File: src/rtl/wb_write_arbiter.sv
// Register-file write-port arbiter: pipeline port A has priority, and long-latency port B
// results are buffered in a small FIFO. Also publishes a pending-write scoreboard.
module wb_write_arbiter #(
  parameter int DEPTH        = 4,
  parameter int STARVE_LIMIT = 8
) (
  input  logic        clk,
  input  logic        rst,
  input  logic        a_we,
  input  logic [4:0]  a_wa,
  input  logic [31:0] a_wd,
  input  logic        b_valid,
  output logic        b_ready,
  input  logic [4:0]  b_wa,
  input  logic [31:0] b_wd,
  output logic        we3,
  output logic [4:0]  wa3,
  output logic [31:0] wd3,
  output logic [31:0] pending,
  output logic        stall_o
);

  localparam int PTR_W = $clog2(DEPTH);
  localparam int CNT_W = PTR_W + 1;
  localparam int STV_W = $clog2(STARVE_LIMIT + 1);

  typedef struct packed {
    logic [4:0]  wa;
    logic [31:0] wd;
  } wb_entry_t;

  wb_entry_t        mem [DEPTH];
  logic [PTR_W-1:0] rd_ptr, wr_ptr;
  logic [CNT_W-1:0] count;
  logic [STV_W-1:0] starve;

  logic        full, empty, push, pop, a_act, issue;
  logic [4:0]  sel_wa;
  logic [31:0] sel_wd;

  assign full    = (count == CNT_W'(DEPTH));
  assign empty   = (count == '0);
  assign b_ready = !full;
  assign stall_o = full && (starve == STV_W'(STARVE_LIMIT));

  // Writes to r0 are discarded at the input and never reach the FIFO or the output stage.
  assign push  = b_valid && b_ready && (b_wa != 5'd0);
  assign a_act = a_we && (a_wa != 5'd0) && !stall_o;
  assign pop   = !a_act && !empty;

  // NOTE: every always_comb output gets a default first so no path leaves it unassigned (no latch).
  always_comb begin
    issue  = 1'b0;
    sel_wa = mem[rd_ptr].wa;
    sel_wd = mem[rd_ptr].wd;
    if (a_act) begin
      issue  = 1'b1;
      sel_wa = a_wa;
      sel_wd = a_wd;
    end else if (pop) begin
      issue = 1'b1;
    end
  end

  // NOTE: FIFO storage has no reset; entries are only read while the count marks them valid.
  always_ff @(posedge clk) begin
    if (push) mem[wr_ptr] <= '{wa: b_wa, wd: b_wd};
  end

  // NOTE: sequential state uses non-blocking assignments so all registers update from pre-edge values.
  always_ff @(posedge clk or posedge rst) begin
    if (rst) begin
      rd_ptr <= '0;
      wr_ptr <= '0;
      count  <= '0;
    end else begin
      if (push) wr_ptr <= wr_ptr + 1'b1;
      if (pop)  rd_ptr <= rd_ptr + 1'b1;
      case ({push, pop})
        2'b10:   count <= count + 1'b1;
        2'b01:   count <= count - 1'b1;
        default: count <= count;
      endcase
    end
  end

  // The starvation counter measures how long a full FIFO has been blocked by port A.
  always_ff @(posedge clk or posedge rst) begin
    if (rst) begin
      starve <= '0;
    end else if (pop) begin
      starve <= '0;
    end else if (full && a_act && (starve != STV_W'(STARVE_LIMIT))) begin
      starve <= starve + 1'b1;
    end
  end

  always_ff @(posedge clk or posedge rst) begin
    if (rst) begin
      we3 <= 1'b0;
      wa3 <= '0;
      wd3 <= '0;
    end else begin
      we3 <= issue;
      if (issue) begin
        wa3 <= sel_wa;
        wd3 <= sel_wd;
      end
    end
  end

  // An entry is valid when its distance from the read pointer is below the occupancy count.
  always_comb begin
    pending = '0;
    for (int i = 0; i < DEPTH; i++) begin
      logic [PTR_W-1:0] offs;
      offs = PTR_W'(i) - rd_ptr;
      if (CNT_W'(offs) < count) pending[mem[i].wa] = 1'b1;
    end
    if (we3) pending[wa3] = 1'b1;
    pending[0] = 1'b0;
  end

endmodule

File: config.mk
export PLATFORM = sky130hd
export DESIGN_NAME = wb_write_arbiter
export DESIGN_NICKNAME = d
export VERILOG_FILES = /design/src/rtl/wb_write_arbiter.sv
export SDC_FILE = /design/constraint.sdc
export NUM_CORES = 1
export LEC_CHECK = 0
export ABC_AREA = 1
export CELL_PAD_IN_SITES_DETAIL_PLACEMENT = 1
export CELL_PAD_IN_SITES_GLOBAL_PLACEMENT = 1
export CORE_MARGIN = 10
export CORE_UTILIZATION = 40
export DETAILED_ROUTE_END_ITERATION = 8
export PLACE_DENSITY = 0.91
export SETUP_SLACK_MARGIN = 0.15
export SLEW_MARGIN = 20
export SYNTH_ARGS = -nofsm -noshare
export SYNTH_HDL_FRONTEND = slang
export SYNTH_SLANG_ARGS = --single-unit
File: constraint.sdc
create_clock -name clk -period 6.18 [get_ports clk]
set_clock_uncertainty 0.15 [all_clocks]
set_input_delay 1.236 -clock clk [delete_from_list [all_inputs] [get_ports clk]]
set_output_delay 1.236 -clock clk [all_outputs]
set_load 0.01 [all_outputs]
# After elaboration in Yosys (flattened, before gate mapping)
# Memory sizes are Yosys's and may differ from the RTL's.
# Index checks and enable logic that the tools add are counted.
# totals
out_inout_bits	72
input_bits	78
memories	1
elab_cells	86
ram_bits	148
reg_bits	49
# classes
n_eq_ne	5
order_cmp	14
mux	24
reduce_logical	22
n_addsub	9
bitwise_logic	4
# memory_table
name	words	word_bits	rd	rd_ports_with_merged_regs	write_ports	line	source
mem	4	37	5	0	1	32	wb_entry_t mem [DEPTH];
# op_table
operator	n
$mux W32	6
$or A32 B32 Y32	4
$lt A5 B6 Y1 const B	5
$demux W1 S5	5
$ge A5 B1 Y1 const B	5
$logic_and A1 B1 Y1	13
$lt A2 B3 Y1	4
$reduce_bool A5 Y1	2
$mux W1	9
$mux W4	2
$pmux W3 S2	1
$mux W5	1
$add A2 B1 Y2 const B	2
$add A4 B1 Y4 const B	1
$eq A4 B4 Y1 const B	1
$logic_not A1 Y1	4
$ne A4 B4 Y1 const B	1
$reduce_bool A2 Y1	2
$sub A1 B2 Y2 const A	2
$sub A2 B2 Y2 const A	2
$add A3 B1 Y3 const B	1
$eq A3 B3 Y1 const B	1
$logic_not A3 Y1	1
$sub A3 B1 Y3 const B	1
other kinds (2)	2

# Depth between registers and ports, before layout
# Gate-level depths: netlist of run 1.
# An unclocked memory read counts as a cell.
# logic_depth
ltp_word	14
ltp_mapped	15
mapped_depth_nobuf	14

# Worst setup path after synthesis of run 1
# No wires, ideal clock.
# synth_timing
kind	input-to-reg
start	in b_wa[3]
end	mem mem[0][0] in the netlist's numbering, enable pin
path_stages	4
t_arrival_ps	3134
required_ps	5599
setup_time_ps	431
slack_ps	2464
path_cell_list	nor3_1 nand2_1 nand3_1 nor2_1
# synth_via
elab_chain_len	4
# synth_lines
element	line	source
start: declaration	14	input logic [4:0] b_wa,
$reduce_bool A5 Y1	47	assign push = b_valid && b_ready && (b_wa != 5'd0);
$logic_and A1 B1 Y1	47	
$mux W1	67	if (push) mem[wr_ptr] <= '{wa: b_wa, wd: b_wd};
$mux W1 (not written as such)	67	
end: declaration	32	
# Every way passes these cells.

# Worst setup path after layout of run 1
# layout_timing
start	reg rd_ptr[0]
end	out pending[14]
# layout_via
elab_chain_len	11
# layout_lines
element	line	source
start: declaration	33	logic [PTR_W-1:0] rd_ptr, wr_ptr;
start signal: assignment	78	if (pop) rd_ptr <= rd_ptr + 1'b1;
$sub A1 B2 Y2	117	offs = PTR_W'(i) - rd_ptr;
$lt A2 B3 Y1	118	if (CNT_W'(offs) < count) pending[mem[i].wa] = 1'b1;
$mux W32	118	
$or A32 B32 Y32 (no source line)	n/a	
$mux W32	118	
$or A32 B32 Y32 (no source line)	n/a	
$mux W32	118	
$or A32 B32 Y32 (no source line)	n/a	
$mux W32 *	118	
$or A32 B32 Y32 (no source line)	n/a	
$mux W32 *	120	if (we3) pending[wa3] = 1'b1;
end: declaration	19	output logic [31:0] pending,
# Mark *: on every way between the ends. The rest lies on a longest branch, timed or not.

==> results.py, run 1 <==
metrics = {
    "outcome": {
        "outcome": "completed",
    },
    "final_layout": {
        "finalCoreUtilization_pct": 49.60,
        "final_layout_size_suffix_gt1_share_pct": 4.772,
        "finalNetCount": 1439,
        "area_growth_pct": 22.99,
    },
    "logic_synthesis": {
        "synth-edff-count": 148,
        "synth-main-ff-cell": "edfxtp_1",
        "synth_top_cell_area_share_pct": 44.01,
        "synth_top_cells_by_count": "477 x nand2_1, 169 x nor2_1, 148 x edfxtp_1",
        "synth_seq_cells": 197,
        "async_reset_ff_share_pct": 24.87,
        "yosysMostFrequentCell": "nand2_1",
        "synth_fp_nets": 1307,
        "ys_warn_count": 0,
        "netlist_area_um2": 10100,
        "synthCells": 1217,
        "ys_types": 32,
        "post-synth-top-area-cell": "edfxtp_1",
        "yosys-top-cells-area": "edfxtp_1 44%, nand2_1 18%, dfrtp_1 12%",
        "yosysSeqAreaShare_pct": 56.16,
        "avgSynthCellArea_um2": 8.297,
    },
    "global_route": {
        "grt_max_degree": 50,
        "antenna_found_initial": 2,
        "track_usage_pct": 21.37,
        "grt_pass1_vias": 9653,
        "grt_first_pass_wirelength_um": 52550,
        "grt_overflow": 0,
    },
    "cts": {
        "cts_buffers": 17,
        "ctsHoldBuffers": 0,
        "root_buffer": "clkbuf_16",
        "cts_sinks": 197,
        "cts_tree": "built",
        "ctsLongestPathBuffers": 2,
        "cts_resized": 0,
        "cts.clk_slew.worst_paths_ps": 80,
        "postCtsSetupRepairBufs": 0,
        "clock_latency_ps": 440,
        "htree_levels": 4,
    },
    "setup_path": {
        "arrival_ps": 3570,
        "critPathCaptureType": "primary output",
        "critical_path_class": "reg2out",
        "regToRegSetupSlack_ps": 3010,
        "required_ps": 4790,
        "r2r-end": "count[2]",
        "worstReg2RegStart": "starve[0]",
        "worstRegToRegCells": 14,
        "start_kind": "flip-flop",
        "critPathMaxFanout": 38,
    },
    "timing": {
        "drv_slew": 0,
        "setup_viol": 0,
        "slew_headroom_pct": 22.89,
        "max_freq_mhz": 201.7,
        "tightest_slew_ps": 1148,
        "fin_crit_sh_pct": 80.22,
        "min_period_ps": 4958,
        "setup_ws_ps": 1222,
        "rsz0062_at_grt": "no",
        "hold_viol": 0,
        "tns_ps": 0,
    },
    "floorplan": {
        "start_util_pct": 40.33,
        "core-area_um2": 25040,
        "ioPinCount": 150,
        "rows": 58,
        "die_w_um": 178.9,
        "dieArea_um2": 32000,
        "chipHeight_um": 178.9,
    },
    "route": {
        "routed_wl_um": 34630,
        "viasPerCell": 5.302,
        "vias": 8977,
        "wire_per_inst_um": 20.46,
        "drtIter0Drc": 574,
        "drc_errors": 0,
        "ant_nets": 0,
        "firstDrtPassIters": 5,
    },
    "placement": {
        "pre_cts_slack_ps": 1462,
        "detailed_place_hpwl_um": 24690,
        "gp_congestion": 0.9020,
        "io_buffer_count": 148,
    },
    "power_and_ir_drop": {
        "peakVddDrop_mv": 0.2596,
        "power_density_nw_per_um2": 441.2,
        "leakagePower_uw": 0.005407,
    },
    "hold_path": {
        "worstHoldEndpoint": "wd3[4]",
        "hp-class": "reg2reg",
        "hold_start": "wd3[4]",
        "holdPathStages": 2,
    },
    "job": {
        "maxCapViolations": 0,
    },
}
## cell families (layout without fill, tap and decap cells)
logic type | Yosys count | count (layout) | share of synthesized area, %
fa+ha+maj | 12 | 12 | 1.561
xor+xnor | 5 | 5 | 0.4337
flops | 197 | 197 | 56.16
buf+inv | 147 | 292 | 6.320
simple gates | 804 | 804 | 32.84
other cells | 1 | 2 | 0.03714
compound gates | 51 | 51 | 2.652
## stage by stage
stage / power (uW) / area (um^2) / hold slack [ps] / cells
after floorplan: 3329 / 10100 / 321.3 / 1217
after global placement: 4228 / 11830 / 313.1 / 1660
after detailed placement: 4372 / 11830 / 323.3 / 1660
after CTS: 5499 / 12410 / 345.8 / 1692
after global routing: 5796 / 12420 / 372.1 / 1692
final: 5479 / 12420 / 342.4 / 1693
## per-layer routing
metal | global-route usage (%) | share of wire [%] | vias to the layer above
li1 | - | - | 4199
met1 | 23.90 | 40 | 4394
met2 | 38.12 | 51 | 295
met3 | 3.981 | 5.1 | 87
met4 | 10.68 | 4.1 | 2
met5 | 0 | 0.038 | -
## worst max-delay path by stage
stage | start | end | cells after the start
after detailed placement | a_wa[0] | wd3[3] | 8
after global placement | a_wa[0] | wa3[3] | 8
after global routing | rd_ptr[0] | pending[14] | 13
after floorplan | b_wa[3] | mem[0][0] | 4
final | rd_ptr[0] | pending[14] | 13
after CTS | rd_ptr[0] | pending[14] | 13
## area by class of cell
type | instances | area (um^2)
diodes | 1 | 2.502
clock buffers | 17 | 425.4
clock inverters | 15 | 156.4
fillers | 2984 | 12620
inverters | 105 | 395.4
multi-input cells | 873 | 3821
flip-flops and latches | 197 | 5670
well taps | 330 | 412.9
repair buffers | 155 | 1534
## state kept, by name, indices dropped and copies added, names as in the netlist
register  flops
we3           1
mem         148
starve        4
rd_ptr        2
wd3          32
wr_ptr        2
wa3           5
count         3
## critical path, cell delays in order, from the launching register on
cell	delay (ps)
dfrtp_1	520
nand2_1	120
inv_2	620
nor2_2	70
inv_1	100
ha_1	230
inv_1	60
nor2_1	50
a21oi_2	300
nand2_1	240
nor2_1	150
nor2_1	70
nand2_1	70
clkdlybuf4s50_1	540
## cells in the final DEF (no fill, tap or decap), drive strengths merged
cell type and count:
inv 113, xnor2 1, dfrtp 49, fa 1, xor2 4, ha 11
clkinvlp 1, nand4 38, clkinv 6, nor2 174, diode 1, nand2 482
buf 7, and3 1, nor3 25, a21oi 34, clkbuf 17, nand3 80
clkdlybuf4s50 148, conb 1, o21ai 15, o21a 2, nand3b 4, edfxtp 148
## where the power goes
group	switching, uW	internal [uW]
clock	548	541
sequential	244	1790
combinational	1550	810
total	2340	3140
No activity file was read; power rests on OpenSTA's default activity.
==> run 2, diff against run 1 <==
- CORE_UTILIZATION: 40 -> 37
- PLACE_DENSITY: 0.91 -> 0.89
- clock period: 6.18 -> 4.4 ns (I/O delays scaled with it)
==> results.py, run 2 (synthesis results as in run 1) <==
metrics = {
    "timing": {
        "rsz0062_at_grt": "no",
        "slew_headroom_pct": 28.40,
        "fin_crit_sh_pct": 92.08,
        "min_period_ps": 4051,
        "tns_ps": 0,
        "max_freq_mhz": 246.8,
        "drv_slew": 0,
        "tightest_slew_ps": 1072,
        "hold_viol": 0,
        "setup_viol": 0,
    },
    "route": {
        "drc_errors": 0,
        "ant_nets": 0,
        "routed_wl_um": 34830,
        "drtIter0Drc": 590,
        "wire_per_inst_um": 20.37,
        "firstDrtPassIters": 5,
        "wl_met2_um": 17770,
        "viasPerCell": 5.245,
        "vias": 8969,
        "wl_met1_um": 14110,
        "highest_layer": "met5",
        "routed-wl-met3_um": 1917,
    },
    "setup_path": {
        "crit_path_start": "rd_ptr[1]",
        "arrival_ps": 3020,
        "critical_path_class": "reg2out",
        "worstRegToRegCells": 14,
        "r2r-end": "count[2]",
        "regToRegSetupSlack_ps": 1360,
        "crit_path_end": "pending[9]",
        "worstReg2RegStart": "starve[0]",
        "critPathCaptureType": "primary output",
        "critPathMaxFanout": 15,
        "required_ps": 3370,
        "start_kind": "flip-flop",
    },
    "outcome": {
        "outcome": "completed",
    },
    "cts": {
        "htree_levels": 4,
        "ctsLongestPathBuffers": 2,
        "cts_tree": "built",
        "ctsHoldBuffers": 0,
        "cts.clk_slew.worst_paths_ps": 70,
        "root_buffer": "clkbuf_16",
        "clock_latency_ps": 440,
        "cts_buffers": 17,
        "cts_sinks": 197,
    },
    "placement": {
        "io_buffer_count": 148,
        "detailed_place_hpwl_um": 24810,
        "gp_congestion": 0.9018,
    },
    "final_layout": {
        "num_antenna_cells": 0,
        "area_growth_pct": 24.20,
        "reg_top3": "mem x148, wd3 x32, wa3 x5",
        "final_layout_size_suffix_gt1_share_pct": 5.259,
        "final_cell_mix": "477 x nand2_1, 164 x nor2_1, 148 x clkdlybuf4s50_1, 148 x edfxtp_1, 98 x inv_1",
        "finalCoreUtilization_pct": 46.66,
        "finalNetCount": 1446,
        "max_flop_register": "mem",
        "layout_commonest_cell": "nand2_1",
        "largest_reg_flops": 148,
    },
    "job": {
        "maxCapViolations": 0,
    },
    "global_route": {
        "grt_first_pass_wirelength_um": 53010,
        "track_usage_pct": 20.17,
        "grt_pass1_vias": 9553,
        "grt_overflow": 0,
        "grt_max_degree": 38,
        "antenna_found_initial": 2,
    },
    "floorplan": {
        "start_util_pct": 37.57,
        "ioPinCount": 150,
        "dieArea_um2": 34300,
        "die_w_um": 185.2,
        "chipHeight_um": 185.2,
        "rows": 60,
        "core-area_um2": 26880,
    },
    "power_and_ir_drop": {
        "peakVddDrop_mv": 0.3469,
        "power_density_nw_per_um2": 621.7,
        "leakagePower_uw": 0.005466,
        "finalPower_uw": 7796,
    },
    "hold_path": {
        "hp-class": "reg2reg",
    },
}
## run 2: changes by cell type in the layout (fill, tap and decap cells not counted), moves of 2 or more
cell / before / now
buf_4: 7 / 11
clkinv_4: 1 / 5
clkinv_8: 3 / 0
buf_12: 0 / 2
clkbuf_8: 0 / 2
inv_6: 6 / 4
## run 2: how the worst min path moves through the flow
stage / slack (ps) / start / cells after the start / endpoint
6_report: 340 / wd3[17] / 2 / wd3[17]
5_1_grt: 370 / wd3[17] / 2 / wd3[17]
4_1_cts: 350 / wd3[5] / 2 / wd3[5]
3_5_place_dp: 320 / wd3[18] / 2 / wd3[18]
3_3_place_gp: 310 / wd3[12] / 2 / wd3[12]
2_1_floorplan: 320 / starve[3] / 2 / starve[3]
## run 2: power by group
part / internal, uW / leakage (uW) / total [uW] / switching (uW)
logic: 1190 / 0.00324 / 3410 / 2210
registers: 2510 / 0.00193 / 2820 / 310
clock network: 830 / 0.000293 / 1570 / 738
## run 2: through the flow
step | hold slack, ps | cell area, um^2 | worst slack, ps | std cells
3_5_place_dp | 321.7 | 11920 | 762.9 | 1677
3_3_place_gp | 312.0 | 11920 | 891.8 | 1677
2_1_floorplan | 321.3 | 10100 | 1040 | 1217
4_1_cts | 346.6 | 12510 | 340.1 | 1709
6_report | 340.6 | 12540 | 348.6 | 1710
5_1_grt | 372.1 | 12540 | 155.0 | 1710
## run 2: final cells by class
| class | instances | area (um^2) |
|---|---|---|
| Multi-Input combinational cell | 873 | 3829 |
| Tap cell | 341 | 426.7 |
| Inverter | 105 | 394.1 |
| Clock inverter | 13 | 136.4 |
| Fill cell | 3190 | 14340 |
| Clock buffer | 19 | 452.9 |
| Timing Repair Buffer | 162 | 1632 |
| Sequential cell | 197 | 5670 |
## run 2: per-layer routing
layer,global-route usage [%],up-vias
li1,-,4203
met1,22.65,4454
met2,35.88,243
met3,4.996,65
met4,7.900,4
met5,0,-
## run 2: worst max-delay path, stage by stage (launching register included)
cell and delay [ps]:
dfrtp_1 470, nand2_1 140, inv_2 50, nor2_2 90
inv_1 70, ha_1 270, inv_1 40, nor2_1 200
nand2_1 110, o21ai_2 280, nor2_1 110, nor2_1 170
nand2_1 80, clkdlybuf4s50_1 490
## run 2: repair_timing
item | 4_1_cts | 5_1_grt
gates resized for setup | 0 | 1
buffers inserted | 0 | 0
endpoints found under the setup margin | 0 | 1
